--- config.mk ---
export PLATFORM = sky130hd
export DESIGN_NAME = echo_request_arbiter_flat
export DESIGN_NICKNAME = d
export VERILOG_FILES = /design/src/rtl/echo_request_arbiter_if.sv /design/src/rtl/echo_request_arbiter.sv /design/src/flat_wrapper.sv
export SDC_FILE = /design/constraint.sdc
export NUM_CORES = 1
export LEC_CHECK = 0
export ABC_AREA = 1
export BUFFER_PORTS_ARGS = -buffer_cell sky130_fd_sc_hd__buf_2
export CORE_AREA = 2 2 185 187
export CTS_BUF_LIST = sky130_fd_sc_hd__clkbuf_8 sky130_fd_sc_hd__clkbuf_16
export DETAILED_ROUTE_END_ITERATION = 16
export DIE_AREA = 0 0 187 189
export MAX_ROUTING_LAYER = met4
export SYNTH_ARGS = -nofsm -noshare
export SYNTH_HDL_FRONTEND = slang
export SYNTH_SLANG_ARGS = --single-unit
export TNS_END_PERCENT = 100
--- constraint.sdc ---
create_clock -name CLK -period 7.35 [get_ports CLK]
set_clock_uncertainty 0.15 [all_clocks]
set_input_delay 0.3675 -clock CLK [delete_from_list [all_inputs] [get_ports CLK]]
set_output_delay 0.3675 -clock CLK [all_outputs]
set_load 0.01 [all_outputs]
--- src/rtl/echo_request_arbiter_if.sv ---
// echo_request_arbiter_if: requester, indication and Echo-side signals of the arbiter, plus tag FIFO occupancy
interface echo_request_arbiter_if #(parameter int NREQ = 4, parameter int DEPTH = 4);
  logic [NREQ-1:0] req_say__ENA, req_say__RDY;
  logic [32*NREQ-1:0] req_say_meth, req_say_v;
  logic [NREQ-1:0] ind_heard__ENA, ind_heard__RDY;
  logic [31:0] ind_heard_meth, ind_heard_v;
  logic echo_say__ENA, echo_say__RDY, echo_heard__ENA, echo_heard__RDY;
  logic [31:0] echo_say_meth, echo_say_v, echo_heard_meth, echo_heard_v;
  logic [$clog2(DEPTH):0] inflight;
  modport slave (
    input req_say__ENA, req_say_meth, req_say_v, ind_heard__RDY,
          echo_say__RDY, echo_heard__ENA, echo_heard_meth, echo_heard_v,
    output req_say__RDY, ind_heard__ENA, ind_heard_meth, ind_heard_v,
           echo_say__ENA, echo_say_meth, echo_say_v, echo_heard__RDY, inflight
  );
  modport master (
    output req_say__ENA, req_say_meth, req_say_v, ind_heard__RDY,
           echo_say__RDY, echo_heard__ENA, echo_heard_meth, echo_heard_v,
    input req_say__RDY, ind_heard__ENA, ind_heard_meth, ind_heard_v,
          echo_say__ENA, echo_say_meth, echo_say_v, echo_heard__RDY, inflight
  );
endinterface

--- src/rtl/echo_request_arbiter.sv ---
// echo_request_arbiter: round-robin sharing of one Echo say/heard pair, with a tag FIFO routing responses back in issue order
module echo_request_arbiter #(
  parameter int NREQ = 4,
  parameter int DEPTH = 4
) (
  input logic CLK,
  input logic nRST,
  echo_request_arbiter_if.slave bus
);
  localparam int TW = $clog2(NREQ);
  localparam int AW = $clog2(DEPTH);
  logic [TW-1:0] ptr, ptr_nxt, head, idx;
  logic [TW-1:0] tags [DEPTH];
  logic [AW-1:0] rd, wr;
  logic [AW:0] count;
  logic [NREQ-1:0] one;
  logic full, fire, pop, found;
  assign one = NREQ'(1);
  assign full = count == (AW+1)'(DEPTH);
  assign head = tags[rd];
  assign fire = bus.req_say__ENA[ptr] && bus.echo_say__RDY && !full;
  assign bus.req_say__RDY = (bus.echo_say__RDY && !full) ? one << ptr : '0;
  assign bus.echo_say__ENA = fire;
  assign bus.echo_say_meth = bus.req_say_meth[{ptr, 5'd0} +: 32];
  assign bus.echo_say_v = bus.req_say_v[{ptr, 5'd0} +: 32];
  assign bus.echo_heard__RDY = (count != '0) && bus.ind_heard__RDY[head];
  assign pop = bus.echo_heard__ENA && bus.echo_heard__RDY;
  assign bus.ind_heard__ENA = pop ? one << head : '0;
  assign bus.ind_heard_meth = bus.echo_heard_meth;
  assign bus.ind_heard_v = bus.echo_heard_v;
  assign bus.inflight = count;
  always_comb begin
    ptr_nxt = ptr;
    found = 1'b0;
    idx = ptr;
    for (int k = 1; k <= NREQ; k++) begin
      idx = ptr + TW'(k);
      if (!found && bus.req_say__ENA[idx]) begin
        ptr_nxt = idx;
        found = 1'b1;
      end
    end
    if (bus.req_say__ENA[ptr] && !fire) ptr_nxt = ptr;
  end
  always_ff @(posedge CLK)
    if (!nRST) begin
      ptr <= '0;
      rd <= '0;
      wr <= '0;
      count <= '0;
    end else begin
      ptr <= ptr_nxt;
      if (fire) wr <= wr + 1'b1;
      if (pop) rd <= rd + 1'b1;
      count <= count + (AW+1)'(fire) - (AW+1)'(pop);
    end
  always_ff @(posedge CLK)
    if (fire) tags[wr] <= ptr;
endmodule

--- src/flat_wrapper.sv ---
// flat-port wrapper written by rule: the top's interface ports become plain ports
module echo_request_arbiter_flat 
#(
  parameter int NREQ = 4,
  parameter int DEPTH = 4
)
  (CLK, nRST, bus_req_say__ENA, bus_req_say_meth, bus_req_say_v, bus_ind_heard__RDY, bus_echo_say__RDY, bus_echo_heard__ENA, bus_echo_heard_meth, bus_echo_heard_v, bus_req_say__RDY, bus_ind_heard__ENA, bus_ind_heard_meth, bus_ind_heard_v, bus_echo_say__ENA, bus_echo_say_meth, bus_echo_say_v, bus_echo_heard__RDY, bus_inflight);
  echo_request_arbiter_if #(.NREQ(NREQ), .DEPTH(DEPTH)) bus_i ();
  input logic CLK;
  input logic nRST;
  input wire logic [$bits(bus_i.req_say__ENA)-1:0] bus_req_say__ENA;
  input wire logic [$bits(bus_i.req_say_meth)-1:0] bus_req_say_meth;
  input wire logic [$bits(bus_i.req_say_v)-1:0] bus_req_say_v;
  input wire logic [$bits(bus_i.ind_heard__RDY)-1:0] bus_ind_heard__RDY;
  input wire logic [$bits(bus_i.echo_say__RDY)-1:0] bus_echo_say__RDY;
  input wire logic [$bits(bus_i.echo_heard__ENA)-1:0] bus_echo_heard__ENA;
  input wire logic [$bits(bus_i.echo_heard_meth)-1:0] bus_echo_heard_meth;
  input wire logic [$bits(bus_i.echo_heard_v)-1:0] bus_echo_heard_v;
  output wire logic [$bits(bus_i.req_say__RDY)-1:0] bus_req_say__RDY;
  output wire logic [$bits(bus_i.ind_heard__ENA)-1:0] bus_ind_heard__ENA;
  output wire logic [$bits(bus_i.ind_heard_meth)-1:0] bus_ind_heard_meth;
  output wire logic [$bits(bus_i.ind_heard_v)-1:0] bus_ind_heard_v;
  output wire logic [$bits(bus_i.echo_say__ENA)-1:0] bus_echo_say__ENA;
  output wire logic [$bits(bus_i.echo_say_meth)-1:0] bus_echo_say_meth;
  output wire logic [$bits(bus_i.echo_say_v)-1:0] bus_echo_say_v;
  output wire logic [$bits(bus_i.echo_heard__RDY)-1:0] bus_echo_heard__RDY;
  output wire logic [$bits(bus_i.inflight)-1:0] bus_inflight;
  assign bus_i.req_say__ENA = bus_req_say__ENA;
  assign bus_i.req_say_meth = bus_req_say_meth;
  assign bus_i.req_say_v = bus_req_say_v;
  assign bus_i.ind_heard__RDY = bus_ind_heard__RDY;
  assign bus_i.echo_say__RDY = bus_echo_say__RDY;
  assign bus_i.echo_heard__ENA = bus_echo_heard__ENA;
  assign bus_i.echo_heard_meth = bus_echo_heard_meth;
  assign bus_i.echo_heard_v = bus_echo_heard_v;
  assign bus_req_say__RDY = bus_i.req_say__RDY;
  assign bus_ind_heard__ENA = bus_i.ind_heard__ENA;
  assign bus_ind_heard_meth = bus_i.ind_heard_meth;
  assign bus_ind_heard_v = bus_i.ind_heard_v;
  assign bus_echo_say__ENA = bus_i.echo_say__ENA;
  assign bus_echo_say_meth = bus_i.echo_say_meth;
  assign bus_echo_say_v = bus_i.echo_say_v;
  assign bus_echo_heard__RDY = bus_i.echo_heard__RDY;
  assign bus_inflight = bus_i.inflight;
  echo_request_arbiter #(.NREQ(NREQ), .DEPTH(DEPTH)) u_core (.CLK(CLK), .nRST(nRST), .bus(bus_i));
endmodule
==> impl_results.md, run 1 <==
* Post-CTS Resized at 0
* Yosys reg bits at 19
* Min cycle time layout at 3400 ps
* First-pass GRT wire length at 28,300 um
* Dominant synthesized flop cell: dfxtp_1
* Crit path max-delay cell type: dfxtp_2
* Slowest stage delay, CP at 810 ps
* YS warnings at 0
* Crit path max-delay family: adder cells
* Max Cap Violations at 0
* Die height at 189 um
* Crit share post-route at 46.2%
* Area share of the largest cell type after synthesis at 18.3%
* Post-synthesis sequential area ratio at between 10% and 20%
* Fraction of layout cells with a size suffix above 1 at 43.9%
* PortBufs at between 300 and 400
* Hold_sp: nRST
* CP endpoint kind: register
* FP Rows at 67
* Skew-Pair Late Insertion Delay at between 200 and 300 ps
* PwrDens at 309 nW/um^2
* Setup TNS Final at 0 ps
* Routed Wire Length at between 15,000 and 20,000 um
* Final HPWL DP at about 17,000 um
* DRC at 0
* Area growth, synth to finish at 49.4%
* DIE AREA at 35,300 sq um
* Largest net degree at the start of global routing at 79
* CTS tree: yes
* Critical Path, Cell by Cell: buf_4 > nand2_1 > o21ai_1 > nand2_1 > ha_1 > inv_1 > ha_1 > inv_1 > fa_1 > xor2_1 > o21ai_0 > a21oi_1
* Syn Inst Count at 613
* Routed vias/inst at 3.96
* Setup violators final at 0
* FF-to-FF Start: u_core.ptr[1]$_SDFFE_PN0P_
* Ys async rst share at 0%
* Most frequent cell after synthesis: nor2_1
* RSZ-0062 raised after global routing: no
* First-pass DRT Iterations at 5
* Setup bufs post-CTS at 0
* Mean post-synth cell area at 5.76 sq um
* GP Congestion at between 0.8 and 0.9
* Drt wl/cell at 15.3 um
* Syn_nets at between 900 and 1,000
* CTS buffer count at 3
* Main area contributors after synthesis: o21ai_0, nor2_1, buf_4
* Distinct cells, synth at 29
* Slew Limit Fails at 0
* Post-synth top cells: nor2_1, o21ai_0, buf_4
* Initial antenna violation count at 8
* CP Max Fanout at 41
* H-Tree Level Count at 1
* WP buf/inv at 3
* Routed vias at 5,182
* Cts hold-fix bufs at 0
* Startpoint types: register
* Initial DRC count at 349
* Critical Path Source: u_core.ptr[1]$_SDFFE_PN0P_
* GRT overflow at 0
* Req. time, crit path at 7340 ps
* Synthesized area at between 3000 and 4000 sq um
* FILL cells at 3,902
* EDFF count, synth at 8
* Crit Path Category: reg -> reg
* # nets final at between 1,000 and 1,500
* Boundary Pins at 473
* Clk Tree Root Cell: clkbuf_16
* CTS max path bufs at 2
* Worst Max-Slew Pin Slew at approximately 1100 ps
* Starting Density at 10.6%
* Footprint of the multi-input gates at 2260 sq um
* All-Layer GR Usage at 10.7%
* Lkg Pwr at between 2 and 3 nW
* Vias in the first global route at 4,759
* Slew margin rel. at 26.1%
* Final hold violations at 0
* Reg area at between 400 and 500 sq um
* Final design utilization at 15.8%
* Largest area contributor in the synthesized netlist: o21ai_0
* CTS Sinks at 19
* Arrival time worst endpoint at 3380 ps
* Core area at 33,300 sq um
* Die width at around 190 um
* Clk slew on worst S/H paths at about 50 ps
* Post-route ant nets at 0
* Peak supply drop at 0.143 mV
* Hold Path Class: in -> reg
* Status: completed
* Fmax at 0.294 GHz
[placed cells by master (no fill, tap or decap), drive strengths merged, types with 4 or more instances in the layout]
cell / instances
dfxtp: 11
ha: 10
o21ai: 139
nand3: 15
inv: 40
nand2: 54
nor2: 151
buf: 347
o22ai: 64
nor3: 4
a21oi: 5
edfxtp: 8
[cells by family (layout without fill, tap and decap cells)]
group           count (synthesis)  after routing  synth area share (%)
flops                          19             19                  13.0
simple gates                  228            228                  27.9
other cells                     0              3                     0
compound gates                208            208                  31.9
xor+xnor                        1              1                 0.248
buf+inv                       146            390                  22.8
fa+ha+maj                      11             11                  4.11
[final timing paths]
kind / endpoint / slack (ps) / depth (start not counted)
min: u_core.bus.inflight[0]$_SDFF_PN0_ / 260 / 3
max reg2reg: u_core.bus.inflight[2]$_SDFF_PN0_ / 3950 / 12
max: u_core.bus.inflight[2]$_SDFF_PN0_ / 3950 / 12
min reg2reg: u_core.rd[0]$_SDFFE_PN0P_ / 340 / 2
[cell type report]
type | count | area share [%]
sequential | 19 | 8.83
inverter | 39 | 2.87
tap | 448 | 10.6
clock inverter | 1 | 0.0712
timing repair buffer | 347 | 33.1
antenna | 3 | 0.142
clock buffer | 3 | 1.42
multi-input combinational | 448 | 42.9
[layer usage]
metal / GRT usage (%) / vias to the layer above / part of all wire (%)
li1: - / 2497 / -
met1: 12.3 / 2286 / 39
met2: 17.9 / 356 / 48
met3: 3.52 / 43 / 11
met4: 2.81 / 0 / 2.5
met5: - / - / 0
[through the flow]
stage / instances / setup slack, ps / area [sq um] / hold WS (ps) / power [mW]
2_1_floorplan: 613 / 4780 / 3530 / 308 / 1.05
3_3_place_gp: 1301 / 4000 / 5180 / 322 / 1.50
3_5_place_dp: 1301 / 3890 / 5180 / 330 / 1.52
4_1_cts: 1305 / 3880 / 5260 / 249 / 1.64
5_1_grt: 1308 / 3710 / 5270 / 257 / 1.78
6_report: 1308 / 3950 / 5270 / 256 / 1.63
[tightest hold or removal path, cell delays in order]
cell     delay (ps)
buf_2           150
nand2_1          70
inv_1            30
[report_power, final]
| part | switching (mW) | internal [mW] | leakage (nW) |
|---|---|---|---|
| clock network | 0.0376 | 0.0723 | 0.0423 |
| logic | 0.825 | 0.468 | 2.41 |
| registers | 0.0836 | 0.142 | 0.165 |
| total | 0.946 | 0.683 | 2.62 |
Power figures use the tool's default switching activity.
==> inputs of run 2 (changes only) <==
--- a/config.mk
+++ b/config.mk
@@ -7,10 +7,10 @@
 export LEC_CHECK = 0
 export ABC_AREA = 1
 export BUFFER_PORTS_ARGS = -buffer_cell sky130_fd_sc_hd__buf_2
-export CORE_AREA = 2 2 185 187
+export CORE_AREA = 2 2 186 188
 export CTS_BUF_LIST = sky130_fd_sc_hd__clkbuf_8 sky130_fd_sc_hd__clkbuf_16
 export DETAILED_ROUTE_END_ITERATION = 16
-export DIE_AREA = 0 0 187 189
+export DIE_AREA = 0 0 188 190
 export MAX_ROUTING_LAYER = met4
 export SYNTH_ARGS = -nofsm -noshare
 export SYNTH_HDL_FRONTEND = slang
==> constraint.sdc (replaced) <==
create_clock -name CLK -period 2.95 [get_ports CLK]
set_clock_uncertainty 0.15 [all_clocks]
set_input_delay 0.1475 -clock CLK [delete_from_list [all_inputs] [get_ports CLK]]
set_output_delay 0.1475 -clock CLK [all_outputs]
set_load 0.01 [all_outputs]
==> impl_results.md, run 2 (synthesized netlist as in run 1, its figures left out) <==
* Status: completed
* Hold_sp: nRST
* RSZ-0062 raised after global routing: no
* WHS Endpoint: u_core.bus.inflight[0]$_SDFF_PN0_
* Crit Path Category: reg -> reg
* GRT overflow at 0
* Routed vias at 5,168
* R2r worst-path depth at 16
* Vias in the first global route at around 4,700
* Initial antenna violation count at 4
* Most frequent cells in the layout: buf_2, nor2_1, o21ai_0
* Drt wl/cell at 14.4 um
* CTS tree: yes
* Final HPWL DP at 15,800 um
* Min cycle time layout at between 2000 and 3000 ps
* First-pass DRT Iterations at 5
* Max Cap Violations at 0
* Commonest non-fill, non-tap cell in the layout: buf_2
* Fmax at 0.375 GHz
* Setup TNS Final at 0 ps
* Worst Max-Slew Pin Slew at 796 ps
* Arrival time worst endpoint at 2650 ps
* Startpoint types: register
* Fraction of layout cells with a size suffix above 1 at 44.4%
* Largest net degree at the start of global routing at 132
* Boundary Pins at 473
* Initial DRC count at 258
* DIE AREA at 35,700 sq um
* Crit share post-route at 90.4%
* Area growth, synth to finish at 50.9%
* Setup bufs post-CTS at 0
* CP endpoint kind: register
* Reg2reg end: u_core.bus.inflight[2]$_SDFF_PN0_
* Routed Wire Length at 19,000 um
* CTS max path bufs at 2
* R2r setup slk at 280 ps
* PwrDens at 778 nW/um^2
* DRC at 0
* Req. time, crit path at 2940 ps
* Design area at 5330 sq um
* Final WS setup at around 280 ps
* Slew margin rel. at between 40% and 50%
* Hold Path Class: in -> reg
* H-Tree Level Count at 1
* Hold path depth at 3
* Skew-Pair Late Insertion Delay at between 200 and 300 ps
* Setup violators final at 0
* Die height at between 150 and 200 um
* FILL cells at between 3,000 and 4,000
* Die width at 188 um
* Cts hold-fix bufs at 0
* Final hold violations at 0
* Clk slew on worst S/H paths at 60 ps
* Post-CTS Resized at 0
* First-pass GRT wire length at 27,700 um
* Post-route ant nets at 0
* GP Congestion at 0.844
* WHS at 57.0 ps
* Placement Cell Area at 5240 sq um
* Core area at 33,900 sq um
* Dpl ws at 177 ps
* Routed vias/inst at 3.92
* CTS buffer count at 3
* Peak supply drop at 0.260 mV
* CTS Sinks at 19
* # nets final at 1,205
* Starting Density at 10.4%
* CP Max Fanout at 7
* PortBufs at ~340
* Slew Limit Fails at 0
* Clk Tree Root Cell: clkbuf_16
* Lkg Pwr at 2.64 nW
* All-Layer GR Usage at about 10%
* FP Rows at 68
==> run 2: worst max-delay path, stage by stage, from the launching register on <==
cell	delay [ps]
dfxtp_2	390
nand2_1	140
nand3_4	130
nand2_4	70
nand2_1	60
nand2_1	60
nand2_2	80
nand3_4	100
nor2_4	120
ha_1	230
inv_1	60
ha_1	140
inv_1	50
fa_1	380
xor2_1	160
o21ai_0	170
a21oi_1	50
==> run 2: cell type report <==
cell class / instances / area, sq um / area share [%]
Multi-Input combinational cell: 448 / 2260 / 42.5
Timing Repair Buffer: 351 / 1790 / 33.6
Tap cell: 455 / 569 / 10.7
Sequential cell: 19 / 467 / 8.76
Inverter: 39 / 151 / 2.84
Clock buffer: 3 / 75.1 / 1.41
Antenna cell: 3 / 7.51 / 0.141
Clock inverter: 1 / 5.00 / 0.0940
==> run 2: how the worst max path moves through the flow <==
stage / start / endpoint / slack (ps)
floorplan: u_core.ptr[0]$_SDFFE_PN0P_ / u_core.bus.inflight[2]$_SDFF_PN0_ / 380
detailed placement: register / u_core.bus.inflight[2]$_SDFF_PN0_ / 180
global placement: register / u_core.bus.inflight[2]$_SDFF_PN0_ / 320
finish: register / u_core.bus.inflight[2]$_SDFF_PN0_ / 280
global route: u_core.ptr[0]$_SDFFE_PN0P_ / u_core.bus.inflight[2]$_SDFF_PN0_ / 60
CTS: register / u_core.bus.inflight[2]$_SDFF_PN0_ / 170
==> run 2: routing by layer <==
metal	global-route usage, %	routed length (um)	vias to the layer above
li1	-	-	2504
met1	12.7	7920	2337
met2	16.2	8770	297
met3	2.91	1830	30
met4	2.36	443	0
met5	-	0	-
==> run 2: where the power goes <==
| part | total (mW) | leakage, nW | switching [mW] | internal (mW) |
|---|---|---|---|---|
| Sequential | 0.413 | 0.165 | 0.0589 | 0.355 |
| Combinational | 3.45 | 2.44 | 2.24 | 1.21 |
| Clock | 0.280 | 0.0409 | 0.0981 | 0.182 |
==> run 2: through the flow <==
stage,instances,utilization [%],power (mW)
floorplan,613,-,2.62
global placement,1312,15.4,3.83
detailed placement,1312,15.4,3.89
CTS,1316,15.7,4.18
global route,1319,15.7,4.58
finish,1319,15.7,4.14
==> inputs of run 3 (changes only) <==
--- a/config.mk
+++ b/config.mk
@@ -8,10 +8,8 @@
 export ABC_AREA = 1
 export BUFFER_PORTS_ARGS = -buffer_cell sky130_fd_sc_hd__buf_2
 export CORE_AREA = 2 2 186 188
-export CTS_BUF_LIST = sky130_fd_sc_hd__clkbuf_8 sky130_fd_sc_hd__clkbuf_16
 export DETAILED_ROUTE_END_ITERATION = 16
 export DIE_AREA = 0 0 188 190
-export MAX_ROUTING_LAYER = met4
 export SYNTH_ARGS = -nofsm -noshare
 export SYNTH_HDL_FRONTEND = slang
 export SYNTH_SLANG_ARGS = --single-unit
==> impl_results.md, run 3 (synthesized netlist as in run 1, its figures left out) <==
* Hold Path Class: in -> reg
* All-Layer GR Usage at 9.89%
* FP Rows at 68
* Crit Path Category: reg -> reg
* Routed vias at 5,176
* Drt wl/cell at 14.4 um
* Setup TNS Final at 0 ps
* Vias in the first global route at 4,684
* Boundary Pins at 473
* Fraction of layout cells with a size suffix above 1 at 44.4%
* Design area at approximately 5300 sq um
* Skew-Pair Late Insertion Delay at between 200 and 300 ps
* Metal-1 WL at 7950 um
* Lkg Pwr at 2.64 nW
* Die width at 188 um
* Status: completed
* Overall power at 4.14 mW
* Top Metal Used: met5
* Area growth, synth to finish at 50.7%
* Min cycle time layout at 2660 ps
* DRC at 0
* Final hold violations at 0
* Most frequent cells in the layout: buf_2, nor2_1, o21ai_0
* PortBufs at 344
* CTS max path bufs at 2
* Final HPWL DP at 15,800 um
* Req. time, crit path at 2940 ps
* Starting Density at about 10%
* Die height at 190 um
* Dpl ws at 177 ps
* FILL cells at 3,944
* Finished Layout Cells at 1,316
* Max Cap Violations at 0
* Peak supply drop at 0.260 mV
* Crit path max-delay cell type: dfxtp_2
* GP Congestion at slightly above 0.8
* Final design utilization at 15.7%
* Most common cell type on the critical path: nand2_1
* Fmax at 0.375 GHz
* # nets final at around 1,200
* Placement Cell Area at 5240 sq um
* Final WS setup at 287 ps
* Largest net degree at the start of global routing at 132
* Slew margin rel. at approximately 47%
* H-Tree Level Count at 1
* Crit share post-route at 90.3%
* Placed cells at roughly 1,300
* RSZ-0062 raised after global routing: no
* CP endpoint kind: register
* Cts hold-fix bufs at 0
* Arrival time worst endpoint at 2650 ps
* Routed Wire Length at 18,900 um
* GRT overflow at 0
* CTS tree: yes
* Startpoint types: register
* WL met3 at 1790 um
* Routed vias/inst at around 3.9
* Slew Limit Fails at 0
* Setup violators final at 0
* CP Max Fanout at 7
* First-pass GRT wire length at 27,700 um
* Post-route ant nets at 0
* DIE AREA at 35,700 sq um
* Initial DRC count at 233
* Antenna diodes at 0
* WHS at 57.0 ps
* PwrDens at 779 nW/um^2
* WL met2 at 8670 um
* Initial antenna violation count at 4
* Clk slew on worst S/H paths at 60 ps
* Clk Tree Root Cell: clkbuf_16
* Worst Max-Slew Pin Slew at approximately 800 ps
* First-pass DRT Iterations at 5
* Slowest stage delay, CP at 390 ps
* CTS Sinks at 19
* Hold_sp: nRST
* Commonest non-fill, non-tap cell in the layout: buf_2
* CTS buffer count at 3
* Core area at 33,900 sq um
* Critical Path, Cell by Cell: nand2_1 > nand3_4 > nand2_4 > nand2_1 > nand2_1 > nand2_2 > nand3_4 > nor2_4 > ha_1 > inv_1 > ha_1 > inv_1 > fa_1 > xor2_1 > o21ai_0 > a21oi_1
[run 3: cell types whose count changed in the layout (fill, tap and decap cells not counted), sizes merged]
cell | before | now
diode | 3 | 0
[run 3: per-layer routing]
| metal | vias up | GRT usage (%) |
|---|---|---|
| met4 | 6 | 2.36 |
| met1 | 2342 | 12.7 |
| met5 | - | 0 |
| li1 | 2499 | - |
| met2 | 297 | 16.2 |
| met3 | 32 | 2.97 |
[run 3: area by class of cell]
class                   instances  area (sq um)  share of cell area, %
repair buffers                351          1790                   33.6
multi-input cells             448          2260                   42.6
flip-flops and latches         19           467                   8.78
clock inverters                 1          5.00                 0.0941
inverters                      39           151                   2.85
clock buffers                   3          75.1                   1.41
well taps                     455           569                   10.7
[run 3: critical path, delay by kind of cell (launching register included)]
family / cells / cell delay, ps
AOI/OAI and AO/OA: 2 / 220
xor gates and xnor gates: 1 / 160
adders and majority gates: 3 / 750
buffers and inverters: 2 / 110
DFF: 1 / 390
and+or+nand+nor: 8 / 760
[run 3: path summary, 6_finish.rpt]
kind | endpoint | slack [ps] | cells past startpoint
worst max-delay path | u_core.bus.inflight[2]$_SDFF_PN0_ | 290 | 16
worst min-delay path | u_core.bus.inflight[0]$_SDFF_PN0_ | 60 | 3
worst max register to register | u_core.bus.inflight[2]$_SDFF_PN0_ | 290 | 16
worst min register to register | u_core.rd[0]$_SDFFE_PN0P_ | 340 | 2
[run 3: timing repair]
item                       4_1_cts  5_1_grt
buffers inserted                 0        0
resized for setup                0        1
setup endpoints to repair        0        1
hold endpoints to repair         0        0
[run 3: power by group]
| part | internal, mW | total, mW | switching (mW) |
|---|---|---|---|
| Combinational | 1.21 | 3.45 | 2.24 |
| Clock | 0.182 | 0.280 | 0.0984 |
| Sequential | 0.355 | 0.413 | 0.0584 |
